===== src/rtl/lc3_decode_pkg.sv =====
// Shared LC-3 decode definitions: opcodes, widths, FSM states and the
// operand bundle handed to execute.
package lc3_pkg;

  localparam int XLEN = 16;
  localparam int NREG = 8;

  typedef enum logic [3:0] {
    OP_BR   = 4'h0,
    OP_ADD  = 4'h1,
    OP_LD   = 4'h2,
    OP_ST   = 4'h3,
    OP_JSR  = 4'h4,
    OP_AND  = 4'h5,
    OP_LDR  = 4'h6,
    OP_STR  = 4'h7,
    OP_RTI  = 4'h8,
    OP_NOT  = 4'h9,
    OP_LDI  = 4'hA,
    OP_STI  = 4'hB,
    OP_JMP  = 4'hC,
    OP_RES  = 4'hD,
    OP_LEA  = 4'hE,
    OP_TRAP = 4'hF
  } opcode_e;

  typedef enum logic [1:0] {
    ST_EMPTY   = 2'd0,
    ST_ISSUE   = 2'd1,
    ST_CAPTURE = 2'd2,
    ST_HOLD    = 2'd3
  } state_e;

  typedef struct packed {
    logic [3:0]      opcode;
    logic [3:0]      ir11;
    logic [2:0]      dr;
    logic            writes_dr;
    logic [XLEN-1:0] src1;
    logic [XLEN-1:0] src2;
    logic [XLEN-1:0] offset;
    logic [XLEN-1:0] pc;
  } bundle_t;

endpackage


===== src/rtl/lc3_decode_if.sv =====
// Decode-stage bus: fetch handshake, register file read port, writeback
// notification and the operand bundle towards execute.
interface lc3_decode_if;
  import lc3_pkg::*;

  logic            IN_VALID;
  logic            IN_READY;
  logic [XLEN-1:0] IN_INSTR;
  logic [XLEN-1:0] IN_PC;
  logic [2:0]      RS1;
  logic [2:0]      RS2;
  logic [XLEN-1:0] RS1_DATA;
  logic [XLEN-1:0] RS2_DATA;
  logic            WB_VALID;
  logic [2:0]      WB_DR;
  logic            OUT_VALID;
  logic            OUT_READY;
  logic [3:0]      OUT_OPCODE;
  logic [3:0]      OUT_IR11;
  logic [2:0]      OUT_DR;
  logic            OUT_WRITES_DR;
  logic [XLEN-1:0] OUT_SRC1;
  logic [XLEN-1:0] OUT_SRC2;
  logic [XLEN-1:0] OUT_OFFSET;
  logic [XLEN-1:0] OUT_PC;

  modport slave (
    input  IN_VALID, IN_INSTR, IN_PC, RS1_DATA, RS2_DATA, WB_VALID, WB_DR, OUT_READY,
    output IN_READY, RS1, RS2, OUT_VALID, OUT_OPCODE, OUT_IR11, OUT_DR,
           OUT_WRITES_DR, OUT_SRC1, OUT_SRC2, OUT_OFFSET, OUT_PC
  );

  modport master (
    output IN_VALID, IN_INSTR, IN_PC, RS1_DATA, RS2_DATA, WB_VALID, WB_DR, OUT_READY,
    input  IN_READY, RS1, RS2, OUT_VALID, OUT_OPCODE, OUT_IR11, OUT_DR,
           OUT_WRITES_DR, OUT_SRC1, OUT_SRC2, OUT_OFFSET, OUT_PC
  );

endinterface


===== src/rtl/lc3_decode_scoreboard.sv =====
// Register busy scoreboard: tracks in-flight writes and flags read/write
// hazards against the registered busy bits only (no writeback bypass).
module lc3_scoreboard
  import lc3_pkg::*;
(
  input  logic       CLK,
  input  logic       RESET,
  input  logic       set_en,
  input  logic [2:0] set_idx,
  input  logic       clr_en,
  input  logic [2:0] clr_idx,
  input  logic [2:0] rs1,
  input  logic [2:0] rs2,
  input  logic [2:0] dr,
  input  logic       use1,
  input  logic       use2,
  input  logic       wr,
  output logic       hazard
);

  localparam logic [NREG-1:0] BIT0 = {{(NREG-1){1'b0}}, 1'b1};

  logic [NREG-1:0] busy_r;
  logic [NREG-1:0] set_mask_s;
  logic [NREG-1:0] clr_mask_s;

  assign set_mask_s = set_en ? (BIT0 << set_idx) : {NREG{1'b0}};
  assign clr_mask_s = clr_en ? (BIT0 << clr_idx) : {NREG{1'b0}};

  // Clear is applied before set so a same-bit collision leaves the bit busy.
  always_ff @(posedge CLK) begin
    if (RESET) begin
      busy_r <= {NREG{1'b0}};
    end else begin
      busy_r <= (busy_r & ~clr_mask_s) | set_mask_s;
    end
  end

  assign hazard = (use1 & busy_r[rs1]) | (use2 & busy_r[rs2]) | (wr & busy_r[dr]);

endmodule


===== src/rtl/lc3_decode.sv =====
// LC-3 decode / operand-fetch stage: latches one instruction, reads the
// register file once it is hazard-free and presents the operand bundle.
module lc3_decode
  import lc3_pkg::*;
(
  input  logic         CLK,
  input  logic         RESET,
  lc3_decode_if.slave  bus
);

  state_e          state_r;
  state_e          state_nxt_s;
  logic [XLEN-1:0] ir_r;
  logic [XLEN-1:0] pc_r;
  bundle_t         out_r;
  logic            out_valid_r;

  opcode_e         op_s;
  logic [2:0]      rs1_s;
  logic [2:0]      rs2_s;
  logic [2:0]      dr_s;
  logic            use1_s;
  logic            use2_s;
  logic            writes_dr_s;
  logic            imm_s;
  logic [XLEN-1:0] offset_s;
  logic [XLEN-1:0] src2_s;
  logic            hazard_s;
  logic            in_ready_s;
  logic            xfer_s;

  // Field decode of the latched instruction.
  always_comb begin
    op_s        = opcode_e'(ir_r[15:12]);
    rs1_s       = ir_r[8:6];
    rs2_s       = ir_r[2:0];
    dr_s        = ir_r[11:9];
    use1_s      = 1'b0;
    use2_s      = 1'b0;
    writes_dr_s = 1'b0;
    imm_s       = 1'b0;
    offset_s    = 16'h0000;
    case (op_s)
      OP_ADD, OP_AND: begin
        use1_s      = 1'b1;
        use2_s      = ~ir_r[5];
        imm_s       = ir_r[5];
        writes_dr_s = 1'b1;
      end
      OP_NOT: begin
        use1_s      = 1'b1;
        writes_dr_s = 1'b1;
      end
      OP_LD, OP_LDI, OP_LEA: begin
        writes_dr_s = 1'b1;
        offset_s    = {{7{ir_r[8]}}, ir_r[8:0]};
      end
      OP_LDR: begin
        use1_s      = 1'b1;
        writes_dr_s = 1'b1;
        offset_s    = {{10{ir_r[5]}}, ir_r[5:0]};
      end
      OP_STR: begin
        use1_s   = 1'b1;
        use2_s   = 1'b1;
        rs2_s    = ir_r[11:9];
        offset_s = {{10{ir_r[5]}}, ir_r[5:0]};
      end
      OP_ST, OP_STI: begin
        use2_s   = 1'b1;
        rs2_s    = ir_r[11:9];
        offset_s = {{7{ir_r[8]}}, ir_r[8:0]};
      end
      OP_BR: begin
        offset_s = {{7{ir_r[8]}}, ir_r[8:0]};
      end
      OP_JMP: begin
        use1_s = 1'b1;
      end
      OP_JSR: begin
        // IR[11] selects PC-relative JSR versus register-based JSRR.
        use1_s      = ~ir_r[11];
        dr_s        = 3'd7;
        writes_dr_s = 1'b1;
        offset_s    = ir_r[11] ? {{5{ir_r[10]}}, ir_r[10:0]} : 16'h0000;
      end
      OP_TRAP: begin
        dr_s        = 3'd7;
        writes_dr_s = 1'b1;
        offset_s    = {8'h00, ir_r[7:0]};
      end
      OP_RTI, OP_RES: begin
        writes_dr_s = 1'b0;
      end
      default: begin
        writes_dr_s = 1'b0;
      end
    endcase
    src2_s = imm_s ? {{11{ir_r[4]}}, ir_r[4:0]} : bus.RS2_DATA;
  end

  assign in_ready_s = (state_r == ST_EMPTY) | ((state_r == ST_HOLD) & bus.OUT_READY);
  assign xfer_s     = bus.IN_VALID & in_ready_s;

  // Next-state logic of the decode FSM.
  always_comb begin
    state_nxt_s = state_r;
    case (state_r)
      ST_EMPTY:   state_nxt_s = xfer_s ? ST_ISSUE : ST_EMPTY;
      ST_ISSUE:   state_nxt_s = hazard_s ? ST_ISSUE : ST_CAPTURE;
      ST_CAPTURE: state_nxt_s = ST_HOLD;
      ST_HOLD: begin
        if (bus.OUT_READY) begin
          state_nxt_s = xfer_s ? ST_ISSUE : ST_EMPTY;
        end else begin
          state_nxt_s = ST_HOLD;
        end
      end
      default:    state_nxt_s = ST_EMPTY;
    endcase
  end

  // State, instruction latch and output bundle registers.
  always_ff @(posedge CLK) begin
    if (RESET) begin
      state_r     <= ST_EMPTY;
      ir_r        <= 16'h0000;
      pc_r        <= 16'h0000;
      out_r       <= '0;
      out_valid_r <= 1'b0;
    end else begin
      state_r <= state_nxt_s;
      if (xfer_s) begin
        ir_r <= bus.IN_INSTR;
        pc_r <= bus.IN_PC;
      end
      if (state_r == ST_CAPTURE) begin
        out_r.opcode    <= ir_r[15:12];
        out_r.ir11      <= {ir_r[11:9], ir_r[11]};
        out_r.dr        <= dr_s;
        out_r.writes_dr <= writes_dr_s;
        out_r.src1      <= bus.RS1_DATA;
        out_r.src2      <= src2_s;
        out_r.offset    <= offset_s;
        out_r.pc        <= pc_r;
        out_valid_r     <= 1'b1;
      end else if ((state_r == ST_HOLD) && bus.OUT_READY) begin
        out_valid_r <= 1'b0;
      end
    end
  end

  lc3_scoreboard u_sb (
    .CLK     (CLK),
    .RESET   (RESET),
    .set_en  ((state_r == ST_CAPTURE) & writes_dr_s),
    .set_idx (dr_s),
    .clr_en  (bus.WB_VALID),
    .clr_idx (bus.WB_DR),
    .rs1     (rs1_s),
    .rs2     (rs2_s),
    .dr      (dr_s),
    .use1    (use1_s),
    .use2    (use2_s),
    .wr      (writes_dr_s),
    .hazard  (hazard_s)
  );

  assign bus.IN_READY      = in_ready_s;
  assign bus.RS1           = rs1_s;
  assign bus.RS2           = rs2_s;
  assign bus.OUT_VALID     = out_valid_r;
  assign bus.OUT_OPCODE    = out_r.opcode;
  assign bus.OUT_IR11      = out_r.ir11;
  assign bus.OUT_DR        = out_r.dr;
  assign bus.OUT_WRITES_DR = out_r.writes_dr;
  assign bus.OUT_SRC1      = out_r.src1;
  assign bus.OUT_SRC2      = out_r.src2;
  assign bus.OUT_OFFSET    = out_r.offset;
  assign bus.OUT_PC        = out_r.pc;

endmodule

===== src/flat_wrapper.sv =====
// flat-port wrapper written by rule: the top's interface ports become plain ports
module lc3_decode_flat import lc3_pkg::*;
  (CLK, RESET, bus_IN_VALID, bus_IN_INSTR, bus_IN_PC, bus_RS1_DATA, bus_RS2_DATA, bus_WB_VALID, bus_WB_DR, bus_OUT_READY, bus_IN_READY, bus_RS1, bus_RS2, bus_OUT_VALID, bus_OUT_OPCODE, bus_OUT_IR11, bus_OUT_DR, bus_OUT_WRITES_DR, bus_OUT_SRC1, bus_OUT_SRC2, bus_OUT_OFFSET, bus_OUT_PC);
  lc3_decode_if bus_i ();
  input  logic CLK;
  input  logic RESET;
  input wire logic [$bits(bus_i.IN_VALID)-1:0] bus_IN_VALID;
  input wire logic [$bits(bus_i.IN_INSTR)-1:0] bus_IN_INSTR;
  input wire logic [$bits(bus_i.IN_PC)-1:0] bus_IN_PC;
  input wire logic [$bits(bus_i.RS1_DATA)-1:0] bus_RS1_DATA;
  input wire logic [$bits(bus_i.RS2_DATA)-1:0] bus_RS2_DATA;
  input wire logic [$bits(bus_i.WB_VALID)-1:0] bus_WB_VALID;
  input wire logic [$bits(bus_i.WB_DR)-1:0] bus_WB_DR;
  input wire logic [$bits(bus_i.OUT_READY)-1:0] bus_OUT_READY;
  output wire logic [$bits(bus_i.IN_READY)-1:0] bus_IN_READY;
  output wire logic [$bits(bus_i.RS1)-1:0] bus_RS1;
  output wire logic [$bits(bus_i.RS2)-1:0] bus_RS2;
  output wire logic [$bits(bus_i.OUT_VALID)-1:0] bus_OUT_VALID;
  output wire logic [$bits(bus_i.OUT_OPCODE)-1:0] bus_OUT_OPCODE;
  output wire logic [$bits(bus_i.OUT_IR11)-1:0] bus_OUT_IR11;
  output wire logic [$bits(bus_i.OUT_DR)-1:0] bus_OUT_DR;
  output wire logic [$bits(bus_i.OUT_WRITES_DR)-1:0] bus_OUT_WRITES_DR;
  output wire logic [$bits(bus_i.OUT_SRC1)-1:0] bus_OUT_SRC1;
  output wire logic [$bits(bus_i.OUT_SRC2)-1:0] bus_OUT_SRC2;
  output wire logic [$bits(bus_i.OUT_OFFSET)-1:0] bus_OUT_OFFSET;
  output wire logic [$bits(bus_i.OUT_PC)-1:0] bus_OUT_PC;
  assign bus_i.IN_VALID = bus_IN_VALID;
  assign bus_i.IN_INSTR = bus_IN_INSTR;
  assign bus_i.IN_PC = bus_IN_PC;
  assign bus_i.RS1_DATA = bus_RS1_DATA;
  assign bus_i.RS2_DATA = bus_RS2_DATA;
  assign bus_i.WB_VALID = bus_WB_VALID;
  assign bus_i.WB_DR = bus_WB_DR;
  assign bus_i.OUT_READY = bus_OUT_READY;
  assign bus_IN_READY = bus_i.IN_READY;
  assign bus_RS1 = bus_i.RS1;
  assign bus_RS2 = bus_i.RS2;
  assign bus_OUT_VALID = bus_i.OUT_VALID;
  assign bus_OUT_OPCODE = bus_i.OUT_OPCODE;
  assign bus_OUT_IR11 = bus_i.OUT_IR11;
  assign bus_OUT_DR = bus_i.OUT_DR;
  assign bus_OUT_WRITES_DR = bus_i.OUT_WRITES_DR;
  assign bus_OUT_SRC1 = bus_i.OUT_SRC1;
  assign bus_OUT_SRC2 = bus_i.OUT_SRC2;
  assign bus_OUT_OFFSET = bus_i.OUT_OFFSET;
  assign bus_OUT_PC = bus_i.OUT_PC;
  lc3_decode u_core (.CLK(CLK), .RESET(RESET), .bus(bus_i));
endmodule

===== config.mk =====
export PLATFORM = sky130hd
export DESIGN_NAME = lc3_decode_flat
export DESIGN_NICKNAME = d
export VERILOG_FILES = /design/src/rtl/lc3_decode_pkg.sv /design/src/rtl/lc3_decode_if.sv /design/src/rtl/lc3_decode_scoreboard.sv /design/src/rtl/lc3_decode.sv /design/src/flat_wrapper.sv
export SDC_FILE = /design/constraint.sdc
export NUM_CORES = 1
export LEC_CHECK = 0
export BUFFER_PORTS_ARGS = -buffer_cell sky130_fd_sc_hd__buf_2
export CAP_MARGIN = 25
export CORE_ASPECT_RATIO = 1.75
export CORE_MARGIN = 2
export CORE_UTILIZATION = 55
export CTS_CLUSTER_SIZE = 24
export DETAILED_ROUTE_END_ITERATION = 10
export PLACE_DENSITY = 0.91
export SETUP_SLACK_MARGIN = 0.15
export SLEW_MARGIN = 25
export SYNTH_ARGS = -nofsm -noshare
export SYNTH_HDL_FRONTEND = slang
export SYNTH_SLANG_ARGS = --single-unit
export TNS_END_PERCENT = 1

===== constraint.sdc =====
create_clock -name CLK -period 3.2 [get_ports CLK]
set_clock_uncertainty 0.15 [all_clocks]
set_input_delay 0.96 -clock CLK [delete_from_list [all_inputs] [get_ports CLK]]
set_output_delay 0.96 -clock CLK [all_outputs]
set_load 0.03 [all_outputs]

## Word level (Yosys, flattened, before mapping)

Index checks and enable logic that the tools add are counted.
Widths: inputs -> output; s select.

- Bits in registers: 119
- Input port bits: 72
- Output and inout port bits: 84
- Logic and storage cells: 82

- $lt $le $gt $ge: 3
- Equal/unequal tests: 16
- Shifts and indexed selects: 2
- Multiplexer cells: 23
- Bitwise operators: 14
- Reduce and logical (&&, ||, !) cells: 11

Operators with widths:

| operator | count |
|---|---|
| $pmux 16 s4 | 1 |
| $mux 16 | 2 |
| $eq 4x4->1 const B | 6 |
| $eq 4x3->1 const B | 4 |
| $mux 8 | 2 |
| $shl 1x3->8 const A | 2 |
| $lt 3x4->1 const B | 3 |
| $reduce_or 6->1 | 2 |
| $bmux 1 s3 | 3 |
| $reduce_or 9->1 | 1 |
| $and 8x8->8 | 1 |
| $eq 4x2->1 const B | 2 |
| $mux 1 | 8 |
| $not 8->8 | 1 |
| $or 8x8->8 | 1 |
| $pmux 2 s4 | 1 |
| $and 1x1->1 | 6 |
| $mux 3 | 2 |
| $reduce_or 2->1 | 3 |
| $eq 2x2->1 const B | 2 |
| $eq 4x1->1 const B | 1 |
| $logic_not 4->1 | 1 |
| $mux 2 | 2 |
| $pmux 1 s2 | 2 |
| 7 further kinds | 10 |

## Logic depth before layout (Yosys ltp)

- Depth in word-level cells: 10
- Mapped depth: 7
- Depth with buffers taken out: 5

## Hierarchy

A second synthesis with hierarchy kept.

- Cell total of the unflattened synthesis: 594
- Area total of the unflattened synthesis: 4951.0 µm²

By module, submodules not included:

| module | times used | cells an instance | area an instance (µm²) |
|---|---|---|---|
| lc3_decode | 1 | 524 | 4372.9 |
| lc3_scoreboard | 1 | 70 | 578.1 |

## Worst setup path before layout

Ideal clock, no wire load.

- Kind: input-to-output
- Start point: in bus_OUT_READY
- End point: out bus_IN_READY
- Arrival time: 1414 ps
- Path slack: 676 ps
- Stages: 2
- Path buffers: 0
- Path through: nand3_1 o21ai_1

- Word-level cells in the longest chain between the ends: 2

RTL lines:

| element | RTL line | RTL |
|---|---|---|
| start, declared | flat_wrapper.sv:14 | `input wire logic [$bits(bus_i.OUT_READY)-1:0] bus_OUT_READY;` |
| $and 1x1->1 | lc3_decode.sv:102 | `assign in_ready_s = (state_r == ST_EMPTY) \| ((state_r == ST_HOLD) & bus.OUT_READY);` |
| $or 1x1->1 | lc3_decode.sv:102 |  |
| end, declared | flat_wrapper.sv:15 | `output wire logic [$bits(bus_i.IN_READY)-1:0] bus_IN_READY;` |

Every way passes these cells.

## Final worst setup path

- Start point: reg u_core.ir_r[15]
- End point: out bus_RS2[2]

- Word-level cells in the longest chain between the ends: 3
- Elaborated cells on any way between the ends: 5

RTL lines:

| element | RTL line | RTL |
|---|---|---|
| start, declared | lc3_decode.sv:13 | `logic [XLEN-1:0] ir_r;` |
| start signal, assigned | lc3_decode.sv:134 | `ir_r <= bus.IN_INSTR;` |
| $eq 4x3->1, or another cell as far along | lc3_decode.sv:43 | `case (op_s)` |
| $reduce_or 3->1 (no source line) (*) | -- |  |
| $mux 3 (*) | lc3_decode.sv:43 |  |
| end, declared | flat_wrapper.sv:17 | `output wire logic [$bits(bus_i.RS2)-1:0] bus_RS2;` |

Every way passes the cells marked *; elsewhere a longest branch is shown, timed or not.

==> run metrics <==
status=finished clean; flops & latches, synth=113; core region area=8671 um^2; Synth area leaders=dfxtp_1 46%, nand2_1 13%, a21oi_1 9.2%; Fin Setup TNS=0 ns; endpoints failing setup=0; Max Root-Sink Buffers=2; layout cells sized above 1=29.32%; Pre-antenna DRT Iters=5; Routed Antenna Nets=0; number of global-route vias before repair=4661; fin nets=807; aggregate global routing overflow=0; final hold viol count=0; Crit. End Element=output pin; Ys Warns=0; Post-CTS Setup Inserts=0; Worst-Margin Slew=0.6948 ns; most common cell in the synthesized netlist=nand2_1; Commonest cells post-synth=164 x nand2_1, 113 x dfxtp_1, 90 x a21oi_1, 36 x nor2_1, 21 x clkbuf_1; CTS root buffer=clkbuf_16; HP Start=u_core.bus.OUT_PC[15]; hold path cells=2; filler cell count=691; fin crit share=91.39%; Max H-tree Level=4; synthesis-to-finish area growth=28.25%; Mapped Cells=607; CTS resizes=0; Leak Pwr=2.644 nW; synthesized area=4876 um^2; R2R Setup Slk=0.88 ns; P per Cell Area=688.7 nW/um^2; Setup CP Type=reg2out; Synth Flop Type=dfxtp_1; total CTS buffers=17; EDFF count, synth=0; Die Span X=75.18 um; routability cong.=0.9069; end of the worst hold path=u_core.bus.OUT_PC[15]; Buffers on Ports=155; switch share=28.07%; reg-to-reg critical path endpoint=u_core.bus.OUT_SRC2[4]; Pwr Total=4.307 mW; maxcap violations=0; DRT iter0 DRCs=365; HP Class=reg2reg; aggregate routed wire length=13620 um; CTS tree=built; syn nets=679; routed vias=4794; unrepaired setup endpoints after global routing=false; startpoint types=flop; Clk pwr share=45.9%; Clk Latency, worst-skew pair=0.41 ns; register area share after synthesis=46.39%; Synth Area per Inst=8.033 um^2; worst-path maximum fanout=10; initial antenna violation count=0; Total GRT Usage=28.78%; number of remaining DRC errors=0; FF-to-FF Start=u_core.ir_r[13]; Seq pwr share=37.3%; Yosys cell types=59; Max IR drop VDD=0.5481 mV; die area=9664 um^2; Worst EP arrival=1.81 ns; first-pass GRT wire length=21470 um; ys async rst share=0%; io pins=156; Synth area leader=dfxtp_1; # diodes=0; row count=45; fmax=341.9 MHz; Clock Pin Slew Worst Setup and Hold Paths=0.05 ns; worst path required time=2.09 ns; Die Span Y=128.6 um; largest net degree at the start of global routing=69; Int Pwr=3.098 mW; Clock Sink Count=113; CTS Hold Bufs=0; Final Critical Period=2.925 ns; Via density=5.549; initial core utilization=56.23%; share of the synthesized area in the top cell type=46.39%; post-DP HPWL=9466 um; r2r worst-path depth=6; sw power=1.209 mW; WL per Instance=15.76 um; Slew Viols, Final=0; Comb power frac=16.8%; max_slew headroom=53.62%
==> worst max path at each step <==
stage                    start      endpoint  slack [ns]  depth (start not counted)
2_1_floorplan    bus_OUT_READY  bus_IN_READY        0.68                          2
3_3_place_gp     bus_OUT_READY  bus_IN_READY        0.55                          4
3_5_place_dp     bus_OUT_READY  bus_IN_READY        0.51                          4
4_1_cts        u_core.ir_r[12]    bus_RS2[2]        0.16                          4
5_1_grt        u_core.ir_r[15]    bus_RS2[2]        0.23                          4
6_report       u_core.ir_r[15]    bus_RS2[2]        0.28                          4
==> worst max-delay path, stage by stage (launching register included) <==
cell	delay (ns)
dfxtp_1	0.40
and2_2	0.26
nor2_8	0.21
mux2_2	0.37
buf_2	0.18
==> layout make-up <==
| class | instances | area [um^2] | area share [%] |
|---|---|---|---|
| Tap cell | 117 | 146.4 | 2.341 |
| Inverter | 7 | 26.28 | 0.4202 |
| Timing Repair Buffer | 165 | 865.8 | 13.85 |
| Multi-Input combinational cell | 431 | 2322 | 37.13 |
| Clock buffer | 21 | 470.5 | 7.523 |
| Sequential cell | 113 | 2265 | 36.21 |
| Clock inverter | 10 | 157.7 | 2.521 |
==> cell usage in the layout (no fill, tap or decap), types with 9 or more instances in the layout <==
cell / count
clkbuf_16: 17
a22oi_1: 9
nand2_1: 164
o21ai_0: 9
buf_4: 10
nor2_1: 35
a21oi_1: 90
dfxtp_1: 111
nor3_1: 13
a211oi_1: 19
mux2i_1: 11
buf_2: 154
==> cells by family after synthesis <==
group	synth area share [%]
simple gates	23.40
buf+inv	6.184
flops	46.39
compound gates	19.37
mux	4.645
==> power groups by stage <==
stage / combinational (mW) / clock (mW) / sequential, mW
after floorplan: 0.402 / 0 / 1.72
after global routing: 0.791 / 2.06 / 1.62
after detailed placement: 0.716 / 0 / 1.63
after CTS: 0.724 / 1.99 / 1.60
final: 0.724 / 1.98 / 1.61
after global placement: 0.692 / 0 / 1.62
==> per-stage QoR <==
stage	utilization, %	instance area (um^2)	setup slack, ns	instances	hold WS [ns]
global route	72.12	6254	0.2254	864	0.3256
floorplan	-	4876	0.6759	607	0.2822
global placement	64.85	5623	0.5501	833	0.2863
CTS	72.09	6251	0.1581	864	0.3006
finish	72.12	6254	0.2755	864	0.2997
detailed placement	64.85	5623	0.5101	833	0.2937
==> registers in the layout, indices dropped and copies added (netlist names), 4 cells and up <==
| name | flops |
|---|---|
| u_core.ir_r | 16 |
| u_core.pc_r | 16 |
| u_core.u_sb.busy_r | 8 |
| u_core.bus.OUT_OFFSET | 11 |
| u_core.bus.OUT_SRC1 | 16 |
| u_core.bus.OUT_SRC2 | 16 |
| u_core.bus.OUT_PC | 16 |
| u_core.bus.OUT_OPCODE | 4 |
==> layer usage <==
metal	up-vias	global-route usage, %	part of all wire (%)
met5	-	0	0
met4	0	14.76	3.6
met3	43	6.578	4.9
met2	195	51.03	55
met1	2236	30.78	37
li1	2320	-	-
(Power assumes the default switching activity.)
